$ cat src/rtl/mc_core_hs.sv
// Multicycle MIPS-subset core with a single unified memory port that waits on mem_ready.
// Datapath registers, the register file and the control FSM all live in this module.
module mc_core_hs #(
  parameter int               WIDTH    = 32,
  parameter int               NREG     = 32,
  parameter logic [WIDTH-1:0] RESET_PC = '0
) (
  input  logic             clk,
  input  logic             reset,
  output logic             mem_req,
  output logic             mem_we,
  output logic [WIDTH-1:0] mem_addr,
  output logic [WIDTH-1:0] mem_wdata,
  input  logic [WIDTH-1:0] mem_rdata,
  input  logic             mem_ready,
  output logic [WIDTH-1:0] pc,
  output logic [3:0]       state,
  output logic             halted
);
  // Handshake: an access is offered while mem_req=1 and completes on the rising edge
  // where mem_ready=1; mem_addr/mem_we/mem_wdata hold steady until then, and
  // mem_ready is don't-care whenever mem_req=0.
  localparam int RW = $clog2(NREG);

  localparam logic [5:0] OP_R    = 6'h00;
  localparam logic [5:0] OP_J    = 6'h02;
  localparam logic [5:0] OP_BEQ  = 6'h04;
  localparam logic [5:0] OP_BNE  = 6'h05;
  localparam logic [5:0] OP_ADDI = 6'h08;
  localparam logic [5:0] OP_LW   = 6'h23;
  localparam logic [5:0] OP_SW   = 6'h2B;

  localparam logic [5:0] FN_ADD = 6'h20;
  localparam logic [5:0] FN_SUB = 6'h22;
  localparam logic [5:0] FN_AND = 6'h24;
  localparam logic [5:0] FN_OR  = 6'h25;
  localparam logic [5:0] FN_SLT = 6'h2A;

  typedef enum logic [3:0] {
    ST_RST    = 4'd0,
    ST_FETCH  = 4'd1,
    ST_DECODE = 4'd2,
    ST_MEMADR = 4'd3,
    ST_MEMRD  = 4'd4,
    ST_MEMWB  = 4'd5,
    ST_MEMWR  = 4'd6,
    ST_EXEC   = 4'd7,
    ST_ALUWB  = 4'd8,
    ST_BRANCH = 4'd9,
    ST_ADDIWB = 4'd10,
    ST_JUMP   = 4'd11,
    ST_HALT   = 4'd12
  } state_t;

  state_t           st;
  logic [31:0]      ir;
  logic [WIDTH-1:0] a, b, aluout, mdr;
  logic [WIDTH-1:0] rf [NREG];

  logic [5:0]       opcode, funct;
  logic [RW-1:0]    rs_i, rt_i, rd_i;
  logic [WIDTH-1:0] imm_sx, rf_a, rf_b, diff;
  logic [WIDTH-1:0] alu_res;
  logic             alu_ok;
  logic             rf_we;
  logic [RW-1:0]    rf_wa;
  logic [WIDTH-1:0] rf_wd;
  logic             br_taken;

  assign opcode = ir[31:26];
  assign funct  = ir[5:0];
  // Only the low log2(NREG) bits of each register field select a register.
  assign rs_i   = ir[21 +: RW];
  assign rt_i   = ir[16 +: RW];
  assign rd_i   = ir[11 +: RW];
  assign imm_sx = {{(WIDTH-16){ir[15]}}, ir[15:0]};
  assign rf_a   = (rs_i == '0) ? '0 : rf[rs_i];
  assign rf_b   = (rt_i == '0) ? '0 : rf[rt_i];
  assign diff   = a - b;
  assign br_taken = (opcode == OP_BEQ) ? (diff == '0) : (diff != '0);

  assign state     = st;
  assign mem_addr  = (st == ST_FETCH) ? pc : aluout;
  assign mem_wdata = b;

  always_comb begin
    alu_ok  = 1'b1;
    alu_res = '0;
    case (funct)
      FN_ADD:  alu_res = a + b;
      FN_SUB:  alu_res = a - b;
      FN_AND:  alu_res = a & b;
      FN_OR:   alu_res = a | b;
      FN_SLT:  alu_res = {{(WIDTH-1){1'b0}}, ($signed(a) < $signed(b))};
      default: alu_ok  = 1'b0;
    endcase
  end

  assign rf_we = (st == ST_ALUWB) || (st == ST_MEMWB) || (st == ST_ADDIWB);
  assign rf_wa = (st == ST_ALUWB) ? rd_i : rt_i;
  assign rf_wd = (st == ST_MEMWB) ? mdr : aluout;

  always_ff @(posedge clk or negedge reset) begin
    if (!reset) begin
      for (int i = 0; i < NREG; i++) rf[i] <= '0;
    end else if (rf_we && (rf_wa != '0)) begin
      rf[rf_wa] <= rf_wd;
    end
  end

  always_ff @(posedge clk or negedge reset) begin
    if (!reset) begin
      st      <= ST_RST;
      pc      <= RESET_PC;
      ir      <= '0;
      a       <= '0;
      b       <= '0;
      aluout  <= '0;
      mdr     <= '0;
      mem_req <= 1'b0;
      mem_we  <= 1'b0;
      halted  <= 1'b0;
    end else begin
      case (st)
        ST_RST: begin
          st      <= ST_FETCH;
          mem_req <= 1'b1;
          mem_we  <= 1'b0;
        end
        ST_FETCH: if (mem_ready) begin
          ir      <= mem_rdata[31:0];
          pc      <= pc + WIDTH'(4);
          st      <= ST_DECODE;
          mem_req <= 1'b0;
        end
        ST_DECODE: begin
          a      <= rf_a;
          b      <= rf_b;
          aluout <= pc + (imm_sx << 2);
          case (opcode)
            OP_R:                    st <= ST_EXEC;
            OP_LW, OP_SW, OP_ADDI:   st <= ST_MEMADR;
            OP_BEQ, OP_BNE:          st <= ST_BRANCH;
            OP_J:                    st <= ST_JUMP;
            default: begin
              st     <= ST_HALT;
              halted <= 1'b1;
            end
          endcase
        end
        ST_MEMADR: begin
          aluout <= a + imm_sx;
          case (opcode)
            OP_LW: begin
              st      <= ST_MEMRD;
              mem_req <= 1'b1;
              mem_we  <= 1'b0;
            end
            OP_SW: begin
              st      <= ST_MEMWR;
              mem_req <= 1'b1;
              mem_we  <= 1'b1;
            end
            default: st <= ST_ADDIWB;
          endcase
        end
        ST_MEMRD: if (mem_ready) begin
          mdr     <= mem_rdata;
          st      <= ST_MEMWB;
          mem_req <= 1'b0;
        end
        ST_MEMWR: if (mem_ready) begin
          // Store completes straight into the next fetch, so mem_req stays high.
          st      <= ST_FETCH;
          mem_we  <= 1'b0;
        end
        ST_EXEC: begin
          if (alu_ok) begin
            aluout <= alu_res;
            st     <= ST_ALUWB;
          end else begin
            st     <= ST_HALT;
            halted <= 1'b1;
          end
        end
        ST_BRANCH: begin
          if (br_taken) pc <= aluout;
          st      <= ST_FETCH;
          mem_req <= 1'b1;
        end
        ST_JUMP: begin
          pc      <= {pc[WIDTH-1:28], ir[25:0], 2'b00};
          st      <= ST_FETCH;
          mem_req <= 1'b1;
        end
        ST_ALUWB, ST_MEMWB, ST_ADDIWB: begin
          st      <= ST_FETCH;
          mem_req <= 1'b1;
          mem_we  <= 1'b0;
        end
        default: begin
          st      <= ST_HALT;
          halted  <= 1'b1;
          mem_req <= 1'b0;
          mem_we  <= 1'b0;
        end
      endcase
    end
  end
endmodule

$ cat config.mk
export PLATFORM = sky130hd
export DESIGN_NAME = mc_core_hs
export DESIGN_NICKNAME = d
export VERILOG_FILES = /design/src/rtl/mc_core_hs.sv
export SDC_FILE = /design/constraint.sdc
export NUM_CORES = 2
export LEC_CHECK = 0
export ABC_AREA = 1
export BUFFER_PORTS_ARGS = -buffer_cell sky130_fd_sc_hd__buf_2
export CAP_MARGIN = 15
export CORE_MARGIN = 8
export CORE_UTILIZATION = 25
export DETAILED_ROUTE_END_ITERATION = 16
export SYNTH_ARGS = -nofsm -noshare
export SYNTH_HDL_FRONTEND = slang
export SYNTH_SLANG_ARGS = --single-unit
$ cat constraint.sdc
create_clock -name clk -period 5.99 [get_ports clk]
set_clock_uncertainty 0.1 [all_clocks]
set_input_delay 0.599 -clock clk [delete_from_list [all_inputs] [get_ports clk]]
set_output_delay 0.599 -clock clk [all_outputs]
set_load 0.005 [all_outputs]
==> implementation parameters <==
Parameter                              Value

Run status
  Outcome    finished, final reports clean

Floorplanning
  IO Pins    138
  Core region area    0.294 mm²
  Count of standard-cell rows    199
  Effective utilization at floorplan    25.1%
  Die Y    559 µm
  Die width    559 µm
  Full die area    0.312 mm²

Synthesis
  Synthesized flop and latch total    1223
  Nets in the synthesized netlist    10500
  Count of flip-flops with a built-in enable after synthesis    0
  Mean cell area of the mapped netlist    7.11 µm²
  Adder-cell share of the synthesized area    2.78%
  Post-Synthesis Cell Area    0.0736 mm²
  Share of flip-flops with an asynchronous set or reset    100%
  Number of warnings issued by yosys    0
  Multiplexer share of the synthesized area    0%
  Parity-gate share of the synthesized area counting xor and xnor cells    0.381%
  Syn Inst Count    10300
  Post-synthesis compound-gate area fraction    24.9%
  Main synth FF type    dfrtp_1
  Area share of and/or/nand/nor cells after synthesis    21.3%
  Synth cell types    55
  Combinational family with the most area after synthesis    compound AO/OA/AOI/OAI gates
  Sequential area share after synthesis    41.6%

Critical path
  Type of the setup path with the least slack    flop to flop
  Data required time of the critical path    6650 ps
  Type of origin of the critical path    flop
  CP endpoint kind    flop
  CP delay by family, top    simple AND/OR/NAND/NOR gates
  Critical Path Most Common Cell    nand2_1
  Crit Path Max Fanout    26
  Crit-path max cell delay    600 ps
  Worst R2R Start    a[5]
  WP data arrival    5110 ps
  Cell with the biggest individual delay on the critical path    nand3_2
  Count of buffering cells on the critical path with inverters included    3
  Crit-path cells    inv_1, ha_1, inv_1, nand2_1, nand2_1, inv_1, nand3_1, nand2_1, nand3_1, nand2_1, nand2_1, nand2_1, nand2_1, nor2_1, nand2_1, nor2_1, nand3_1, nand2_1, nand3_2, nand3_4, nand2_1, nand2_1
  Worst setup path startpoint    a[5]

Placed design
  Placed cell count    13700
  Detailed-placement wirelength estimate    203 mm
  Port buffer count    137
  Final weighted congestion in routability-driven placement    0.967

Clock network
  Post-CTS setup-driven buffer insertion count    0
  # H-tree levels    4
  CTS root buffer    clkbuf_16
  Maximum clock path buffer count    3
  Number of buffers created by CTS    145
  Hold-fix buffers, CTS    22
  Sinks on Clock Net    1223
  Count of cells resized by post-cts repair    0
  Clk Latency, worst-skew pair    840 ps
  CTS tree    done
  Clock slew at the register clock pins of the worst setup and hold paths    60 ps

Worst hold path
  Class of the worst hold path    primary input to flop
  Hold Startpoint    mem_rdata[19]

Timing
  RSZ-0062 raised after global routing    no
  Slew Viols, Final    0
  Final sum of negative setup slack    0 ps
  Transition time of the tightest slew-check pin    1260 ps
  Min Clock Period, post-route    4460 ps
  Final-report setup violation count    0
  Final period utilization    74.4%
  Final Hold Violating Endpoints    0
  Headroom to the max-slew limit    15.9%
  Fmax achieved    0.224 GHz

Global routing
  Wire length of the first global-routing pass    463 mm
  Initial antenna violation count    21
  Number of global-route vias before repair    67100
  Overflow left after global routing    0
  Global routing usage summed across all routing layers    19.6%
  Maximum number of pins on one net before global-route repair    222

Routing
  Post-DRT Antenna Nets    0
  Routed wire length per instance    22.7 µm
  Via density    5.27
  DR DRC count    0
  Number of search-and-repair iterations in the first detailed-routing pass    9
  Total length of routed wires    318 mm
  Overall via count from detail_route    73900
  First DRT Iteration DRCs    10400

Finish
  Synth-to-Final Area Change    12.7%
  Fraction of layout instances using a drive strength above 1    6.38%
  Commonest non-fill, non-tap cells in the layout    2047 x nand2_1, 1832 x o21ai_0, 1213 x dfrtp_1, 984 x a21oi_1, 932 x nor2_1
  Number of filler instances in the final layout    32000
  Most common library cell in the layout ignoring fill and taps    nand2_1
  Number of nets in the finished design    10200
  Finished Layout Cells    14000

Power and ir drop
  Total leakage power    36.0 nW
  Power Density    584 mW/mm²
  Worst voltage drop across the vdd grid    0.351 mV

Run
  MaxCap Viol Count    0
==> worst reg2reg max path, stage by stage (launching register included) <==
cell     delay [ps]
dfrtp_1         430
inv_1            90
ha_1            450
inv_1           120
nand2_1          70
nand2_1          80
inv_1            60
nand3_1         250
nand2_1         170
nand3_1         170
nand2_1         130
nand2_1          80
nand2_1          70
nand2_1          90
nor2_1          220
nand2_1          70
nor2_1          110
nand3_1         100
nand2_1         100
nand3_2         600
nand3_4         610
nand2_1         130
nand2_1          90
==> report_power, final <==
| group | switching, mW | internal [mW] | leakage, nW | total, mW |
|---|---|---|---|---|
| Clock | 3.88 | 5.08 | 2.31 | 8.95 |
| Combinational | 18.4 | 7.39 | 17.3 | 25.8 |
| Sequential | 2.61 | 11.1 | 16.4 | 13.7 |
| Total | 24.9 | 23.5 | 36.0 | 48.5 |
==> registers in the layout, indices dropped and copies added (netlist names) <==
name	cells
aluout	32
halted	1
mem_we	1
state	4
rf	1024
mem_wdata	32
pc	32
ir	32
mem_req	1
mdr	32
a	32
==> path summary, 6_finish.rpt <==
path	slack [ps]	cells after the start	endpoint
worst max-delay path	1530	22	pc[3]
max in group asynchronous	4040	3	ir[23]
min in group asynchronous	340	2	rf[345]
worst min-delay path	70	3	ir[19]
worst min register to register	290	0	rf[1001]
worst max register to register	1530	22	pc[3]
==> final cells by class <==
class	instances	area (µm²)	share of cell area [%]
antenna	8	20.0	0.0241
clock buffer	221	4250	5.12
clock inverter	34	538	0.648
inverter	907	3420	4.12
multi-input combinational	7395	36600	44.1
sequential	1223	30600	36.9
tap	3919	4900	5.91
timing repair buffer	319	2600	3.13
==> stage by stage <==
step	area, µm²	total power [mW]	hold WS [ps]	utilization [%]	worst slack [ps]
floorplan	73600	29.4	203	-	3190
global placement	77900	38.7	276	26.5	1750
detailed placement	77900	38.8	280	26.5	1730
CTS	82900	47.8	9.26	28.3	1690
global route	83000	51.5	62.3	28.3	1380
finish	83000	48.5	74.0	28.3	1530
==> logic make-up after synthesis <==
group                    count (synthesis)
adder cells (fa/ha/maj)                161
XOR/XNOR                                32
buffers and inverters                 1731
AND/OR/NAND/NOR                       3789
flip-flops                            1223
AO/OA/AOI/OAI                         3413
==> per-layer routing <==
metal / global-route usage, % / up-vias / share of wire, %
li1: - / 34000 / -
met1: 26.4 / 35200 / 41
met2: 29.6 / 3863 / 43
met3: 4.21 / 816 / 10
met4: 9.72 / 18 / 5.4
met5: 0 / - / 0.036
==> cells in the mapped netlist, types with 10 or more instances <==
master / count / area, µm²
a221oi_1: 11 / 96.3
inv_2: 13 / 48.8
a21oi_1: 984 / 4920
buf_1: 61 / 229
o211ai_1: 282 / 2120
inv_1: 886 / 3330
ha_1: 157 / 1960
o2111ai_1: 14 / 123
nor2_4: 13 / 146
o221ai_1: 22 / 193
dfrtp_1: 1223 / 30600
nand3_1: 478 / 2390
o21ai_0: 1848 / 9250
nor2_1: 945 / 3550
a21o_1: 12 / 90.1
a31oi_1: 10 / 62.6
nand3b_1: 12 / 90.1
o21ai_1: 37 / 185
clkbuf_1: 642 / 2410
o22ai_1: 146 / 913
buf_2: 117 / 586
xor2_1: 25 / 219
nand4_1: 190 / 1190
or2_2: 26 / 163
nor3_1: 37 / 185
nand2_1: 2051 / 7700
No activity file was read; power rests on OpenSTA's default activity.
